[config.mk]
export PLATFORM = sky130hd
export DESIGN_NAME = decode_stage
export DESIGN_NICKNAME = d
export VERILOG_FILES = /design/src/rtl/core_pkg.sv /design/src/rtl/instr_decode.sv /design/src/rtl/decode_stage.sv
export SDC_FILE = /design/constraint.sdc
export NUM_CORES = 1
export LEC_CHECK = 0
export ABC_AREA = 1
export CAP_MARGIN = 30
export CELL_PAD_IN_SITES_DETAIL_PLACEMENT = 1
export CELL_PAD_IN_SITES_GLOBAL_PLACEMENT = 1
export CORE_UTILIZATION = 33
export DETAILED_ROUTE_END_ITERATION = 7
export GPL_TIMING_DRIVEN = 0
export HOLD_SLACK_MARGIN = 0.15
export PLACE_DENSITY = 0.78
export SLEW_MARGIN = 20
export SYNTH_ARGS = -nofsm -noshare
export SYNTH_HDL_FRONTEND = slang
export SYNTH_HIERARCHICAL = 1
export SYNTH_SLANG_ARGS = --single-unit
[constraint.sdc]
create_clock -name clk -period 4.25 [get_ports clk]
set_clock_uncertainty 0.2 [all_clocks]
set_input_delay 1.0625 -clock clk [delete_from_list [all_inputs] [get_ports clk]]
set_output_delay 1.0625 -clock clk [all_outputs]
set_load 0.05 [all_outputs]
[src/rtl/core_pkg.sv]
// Shared types for the 16-bit core: opcodes, instruction formats
// and the decoded-control bundle handed from decode to execute.
package core_pkg;

  localparam logic [4:0] OP_HALT  = 5'b00000;
  localparam logic [4:0] OP_ILL0  = 5'b00010;
  localparam logic [4:0] OP_ILL1  = 5'b00011;
  localparam logic [4:0] OP_JAL   = 5'b00110;
  localparam logic [4:0] OP_JALR  = 5'b00111;
  localparam logic [4:0] OP_ST    = 5'b10000;
  localparam logic [4:0] OP_LD    = 5'b10001;
  localparam logic [4:0] OP_SLBI  = 5'b10010;
  localparam logic [4:0] OP_STU   = 5'b10011;
  localparam logic [4:0] OP_LBI   = 5'b11000;
  localparam logic [4:0] OP_BTR   = 5'b11001;
  localparam logic [4:0] OP_SHIFT = 5'b11010;
  localparam logic [4:0] OP_ARITH = 5'b11011;

  typedef enum logic [1:0] {
    FMT_R,
    FMT_I1,
    FMT_I2,
    FMT_J
  } fmt_e;

  typedef struct packed {
    logic [4:0]  opcode;
    logic [1:0]  funct;
    logic [2:0]  rs;
    logic [2:0]  rt;
    logic [2:0]  rd;
    logic [15:0] imm;
    logic        regWrite;
    logic        memRead;
    logic        memWrite;
    logic        useImm;
    logic        isBranch;
    logic        isJump;
    logic        illegal;
  } ctrl_t;

endpackage

[src/rtl/instr_decode.sv]
// Combinational instruction cracker: instr -> control bundle plus
// which register fields are actually read (for hazard detection).
module instr_decode
  import core_pkg::*;
#(
  parameter logic [2:0] LINK_REG = 3'd7
) (
  input  logic [15:0] instr,
  output ctrl_t       ctrl,
  output logic        readsRs,
  output logic        readsRt
);

  logic [4:0] op;
  logic isR, isAluImm, isBr, isJmp, isJr, isJ;
  logic isLd, isSt, isStu, isLbi, isSlbi, isMem, isLink;
  logic imm5s, imm5z, imm8s;
  fmt_e fmt;

  assign op       = instr[15:11];
  assign isR      = (op == OP_BTR) | (op == OP_SHIFT)
                  | (op == OP_ARITH) | (op[4:2] == 3'b111);
  assign isAluImm = (op[4:2] == 3'b010) | (op[4:2] == 3'b101);
  assign isBr     = (op[4:2] == 3'b011);
  assign isJmp    = (op[4:2] == 3'b001);
  assign isJr     = isJmp & op[0];
  assign isJ      = isJmp & ~op[0];
  assign isLd     = (op == OP_LD);
  assign isSt     = (op == OP_ST);
  assign isStu    = (op == OP_STU);
  assign isLbi    = (op == OP_LBI);
  assign isSlbi   = (op == OP_SLBI);
  assign isMem    = isLd | isSt | isStu;
  assign isLink   = (op == OP_JAL) | (op == OP_JALR);

  assign imm5s = (op[4:1] == 4'b0100) | isMem;
  assign imm5z = (op[4:1] == 4'b0101) | (op[4:2] == 3'b101);
  assign imm8s = isBr | isLbi | isJr;

  // SLBI shifts its own destination, so it reads rs too.
  assign readsRs = isR | isAluImm | isMem | isBr | isSlbi | isJr;
  assign readsRt = isR | isSt | isStu;

  always_comb begin
    fmt = FMT_J;
    unique case (1'b1)
      isR:                      fmt = FMT_R;
      isAluImm, isMem:          fmt = FMT_I1;
      isBr, isLbi, isSlbi, isJr: fmt = FMT_I2;
      default:                  fmt = FMT_J;
    endcase
  end

  always_comb begin
    ctrl        = '0;
    ctrl.opcode = op;
    ctrl.funct  = instr[1:0];
    ctrl.rs     = instr[10:8];
    ctrl.rt     = readsRt ? instr[7:5] : 3'd0;

    unique case (1'b1)
      isR:                   ctrl.rd = instr[4:2];
      isLink:                ctrl.rd = LINK_REG;
      isLbi, isSlbi, isStu:  ctrl.rd = instr[10:8];
      isAluImm, isLd:        ctrl.rd = instr[7:5];
      default:               ctrl.rd = 3'd0;
    endcase

    unique case (1'b1)
      imm5s:   ctrl.imm = {{11{instr[4]}}, instr[4:0]};
      imm5z:   ctrl.imm = {11'd0, instr[4:0]};
      imm8s:   ctrl.imm = {{8{instr[7]}}, instr[7:0]};
      isSlbi:  ctrl.imm = {8'd0, instr[7:0]};
      isJ:     ctrl.imm = {{5{instr[10]}}, instr[10:0]};
      default: ctrl.imm = 16'd0;
    endcase

    ctrl.regWrite = isR | isAluImm | isLd | isStu
                  | isLbi | isSlbi | isLink;
    ctrl.memRead  = isLd;
    ctrl.memWrite = isSt | isStu;
    ctrl.useImm   = (fmt != FMT_R);
    ctrl.isBranch = isBr;
    ctrl.isJump   = isJmp;
    ctrl.illegal  = (op == OP_ILL0) | (op == OP_ILL1);
  end

endmodule

[src/rtl/decode_stage.sv]
// Decode pipeline stage: valid/ready intake, load-use bubble, flush,
// sticky halt, and the registered decoded bundle toward execute.
module decode_stage
  import core_pkg::*;
#(
  parameter logic [2:0] LINK_REG = 3'd7
) (
  input  logic        clk,
  input  logic        rst,
  input  logic        in_valid,
  output logic        in_ready,
  input  logic [15:0] in_instr,
  input  logic [15:0] in_pc2,
  input  logic        flush,
  input  logic        ex_ready,
  output logic        out_valid,
  output logic [4:0]  out_opcode,
  output logic [1:0]  out_funct,
  output logic [2:0]  out_rs,
  output logic [2:0]  out_rt,
  output logic [2:0]  out_rd,
  output logic [15:0] out_imm,
  output logic [15:0] out_pc2,
  output logic        out_reg_write,
  output logic        out_mem_read,
  output logic        out_mem_write,
  output logic        out_use_imm,
  output logic        out_is_branch,
  output logic        out_is_jump,
  output logic        out_illegal,
  output logic        halted
);

  ctrl_t       dec;
  ctrl_t       outCtrl;
  logic [15:0] outPc2;
  logic        outValid, haltedQ;
  logic        readsRs, readsRt;
  logic        hazard, holdHalt, accept, transfer;

  instr_decode #(.LINK_REG(LINK_REG)) uDec (
    .instr   (in_instr),
    .ctrl    (dec),
    .readsRs (readsRs),
    .readsRt (readsRt)
  );

  // A load still sitting in the output register cannot forward
  // its data yet; stall any consumer of its destination.
  assign hazard = outValid & outCtrl.memRead & outCtrl.regWrite
                & ((readsRs & (dec.rs == outCtrl.rd))
                 | (readsRt & (dec.rt == outCtrl.rd)));

  // Nothing may enter behind a HALT.
  assign holdHalt = outValid & (outCtrl.opcode == OP_HALT);

  assign in_ready = ~rst & ~haltedQ & ~flush & ~hazard
                  & ~holdHalt & (~outValid | ex_ready);
  assign accept   = in_valid & in_ready;
  assign transfer = outValid & ex_ready;

  always_ff @(posedge clk) begin
    if (rst) begin
      outValid <= 1'b0;
      outCtrl  <= '0;
      outPc2   <= '0;
      haltedQ  <= 1'b0;
    end else if (flush) begin
      outValid <= 1'b0;
    end else begin
      if (transfer & holdHalt)
        haltedQ <= 1'b1;
      if (accept) begin
        outValid <= 1'b1;
        outCtrl  <= dec;
        outPc2   <= in_pc2;
      end else if (transfer) begin
        outValid <= 1'b0;
      end
    end
  end

  assign out_valid     = outValid;
  assign out_opcode    = outCtrl.opcode;
  assign out_funct     = outCtrl.funct;
  assign out_rs        = outCtrl.rs;
  assign out_rt        = outCtrl.rt;
  assign out_rd        = outCtrl.rd;
  assign out_imm       = outCtrl.imm;
  assign out_pc2       = outPc2;
  assign out_reg_write = outCtrl.regWrite;
  assign out_mem_read  = outCtrl.memRead;
  assign out_mem_write = outCtrl.memWrite;
  assign out_use_imm   = outCtrl.useImm;
  assign out_is_branch = outCtrl.isBranch;
  assign out_is_jump   = outCtrl.isJump;
  assign out_illegal   = outCtrl.illegal;
  assign halted        = haltedQ;

endmodule

==> impl_metrics.env <==
export IMPL_clk_pin_slew_ns=0.05
export IMPL_die_area_sq_um=11900
export IMPL_postRouteAntennaNets=0
export IMPL_worstSetupPathType="in2out"
export IMPL_ys_flop_type="dfxtp_1"
export IMPL_slew_headroom_pct=64.1
export IMPL_synthesis_nets=689
export IMPL_power_density_nw_per_um2=320
export IMPL_synth_async_reset_ratio_pct=0
export IMPL_yosysTopAreaCell="dfxtp_1"
export IMPL_initial_core_util_pct=34.4
export IMPL_setup_tns_ns=0
export IMPL_synth_seq_cells=57
export IMPL_cts_buffers=9
export IMPL_arrival_ns=2.83
export IMPL_cp_data_required_time_ns=2.99
export IMPL_wl_um=12300
export IMPL_whs_ns=0.310
export IMPL_cts_path_max_buffers=2
export IMPL_yosysSeqAreaShare_pct=30.1
export IMPL_path_buf_inv=7
export IMPL_grt_pass1_vias=4238
export IMPL_rows=38
export IMPL_finalHoldViolations=0
export IMPL_cp_end_kind="output pin"
export IMPL_syn_to_final_growth_pct=40.9
export IMPL_rsz0062_at_grt="false"
export IMPL_drive_above_1_share_pct=12.9
export IMPL_ys_types=25
export IMPL_critPathMaxFanout=10
export IMPL_layout_nets=802
export IMPL_fin_crit_ns=4.10
export IMPL_tightestPinTransition_ns=0.537
export IMPL_ir_drop_mv=0.251
export IMPL_die_h_um=109
export IMPL_clkLatencyLatePin_ns=0.33
export IMPL_grt_pass1_wl_um=19900
export IMPL_initialDrtViolationCount=132
export IMPL_port_buffers=93
export IMPL_gp_congestion=0.860
export IMPL_synth_area_sq_um=3800
export IMPL_path_cells="clkbuf_4 -> nor2_4 -> a21oi_4 -> inv_2 -> nand3_4 -> nand2_2 -> inv_2 -> inv_1 -> nand2_1 -> nand2_1 -> nor2_1 -> nand2_1 -> nand2_2 -> nand2_2 -> buf_8 -> buf_6 -> and2_4 -> buf_6"
export IMPL_status="finished clean"
export IMPL_die_w_um=109
export IMPL_finish_instance_area_sq_um=5350
export IMPL_setup_violations=0
export IMPL_synth_cells=652
export IMPL_synth_edf_count=0
export IMPL_yosysTopAreaCellShare_pct=30.1
export IMPL_core_area_sq_um=11000
export IMPL_holdBufCountCts=0
export IMPL_route_detailed_wl_per_inst_um=13.5
export IMPL_dpl_cell_area_sq_um=4900
export IMPL_cts_htree_levels=3
export IMPL_antenna_cells=0
export IMPL_fin_crit_sh_pct=96.4
export IMPL_dr_pass1_iters=4
export IMPL_hold_class="reg2reg"
export IMPL_dp_hpwl_um=9510
export IMPL_route_detailed_drc=0
export IMPL_synth_avg_cell_area_sq_um=5.82
export IMPL_grtUsageTotal_pct=21.6
export IMPL_crit_family="simple AND/OR/NAND/NOR gates"
export IMPL_fmax_mhz=244
export IMPL_slowest_stage="nor2_4"
export IMPL_grt_max_degree=11
export IMPL_max_cap_viol_count=0
export IMPL_dr_total_vias=4215
export IMPL_ios=95
export IMPL_r2r_slack_ns=2.38
export IMPL_grt_overflow=0
export IMPL_cts_root_buf="clkbuf_16"
export IMPL_ys_warn_count=6
export IMPL_startpoint_type="primary input"
export IMPL_vias_per_cell=4.63
export IMPL_cts_tree="built"
export IMPL_slew_violations=0
export IMPL_antenna_found_initial=0
export IMPL_max_stage_delay_ns=0.20
export IMPL_clock_sinks=57
export IMPL_power_leakage_nw=2.72
export IMPL_synth_area_top_cells="dfxtp_1 (30%), nand2_1 (18%), inv_1 (17%)"
==> power breakdown <==
group,switching (mW),leakage [nW],internal [mW]
combinational,0.282,2.11,0.165
sequential,0.0167,0.466,0.564
clock,0.264,0.137,0.422
total,0.563,2.72,1.15
==> layout by cell type, fill, tap and decap left out, types with 7 or more instances in the layout <==
master / Yosys / final
buf_1: 7 / 7
buf_2: 10 / 7
buf_4: 20 / 31
buf_6: 9 / 12
clkbuf_16: 0 / 9
clkdlybuf4s50_1: 0 / 88
dfxtp_1: 57 / 57
inv_1: 172 / 170
inv_2: 12 / 13
nand2_1: 177 / 173
nand3_1: 18 / 16
nand4_1: 77 / 77
nor2_1: 69 / 67
==> area by class of cell <==
class                           instances  area (sq um)
Multi-Input combinational cell        359          1690
Inverter                              186           701
Clock buffer                           11           253
Clock inverter                          5          30.0
Buffer                                 50           362
Fill cell                            1503          5680
Timing Repair Buffer                  102           993
Sequential cell                        57          1140
Tap cell                              140           175
==> repair_timing <==
action,4_1_cts,5_1_grt
setup endpoints to repair,1,1
hold endpoints to repair,0,0
setup buffers,4,5
pin swaps,4,5
gates resized for setup,41,17
==> layer usage <==
| layer | track usage (%) | share of wire [%] | vias up |
|---|---|---|---|
| met5 | 0 | 0 | - |
| met4 | 7.81 | 1.7 | 0 |
| met3 | 3.89 | 2.6 | 18 |
| met2 | 38.7 | 50 | 69 |
| met1 | 25.6 | 45 | 1977 |
| li1 | - | - | 2151 |
==> Yosys cell counts, types with 4 or more instances <==
master    count
inv_2        12
buf_6         9
buf_1         7
inv_1       172
nand3_1      18
dfxtp_1      57
nor2_1       69
nand2_1     177
o21ai_1       5
buf_4        20
clkbuf_1      4
buf_2        10
nand4_1      77
==> metrics by stage <==
| step | std cells | util [%] | setup WS [ns] | power (mW) |
|---|---|---|---|---|
| final | 910 | 48.5 | 0.154 | 1.71 |
| after global routing | 910 | 48.5 | 0.00584 | 1.80 |
| after detailed placement | 885 | 44.4 | -1.33 | 1.02 |
| after global placement | 885 | 44.4 | -1.33 | 1.01 |
| after floorplan | 652 | - | 0.150 | 0.870 |
| after CTS | 905 | 47.5 | 0.0261 | 1.73 |
==> worst paths after layout <==
kind | start | endpoint | cells past startpoint
max | in_instr[12] | in_ready | 18
min | out_rt[2]$_SDFFE_PP0P_ | out_rt[2]$_SDFFE_PP0P_ | 4
max reg2reg | out_rd[0]$_SDFFE_PP0P_ | out_opcode[4]$_SDFFE_PP0P_ | 13
min reg2reg | out_rt[2]$_SDFFE_PP0P_ | out_rt[2]$_SDFFE_PP0P_ | 4
==> flip-flops by register name (all words and copies together) (netlist names), 2 cells and up <==
name	count
out_funct	2
out_imm	16
out_opcode	5
out_pc2	16
out_rd	3
out_rs	3
out_rt	3
==> cell families (layout without fill, tap and decap cells) <==
logic type | Yosys count | in the layout | share of synthesized area (%)
buf+inv | 236 | 354 | 27.4
simple gates | 349 | 349 | 41.0
flops | 57 | 57 | 30.1
compound gates | 10 | 10 | 1.55
==> worst register-to-register path, delay by kind of cell, from the launching register on <==
family,cells,cell delay [ns]
flops,1,0.38
simple gates,9,0.71
buf+inv,4,0.53
(Power assumes the default switching activity.)
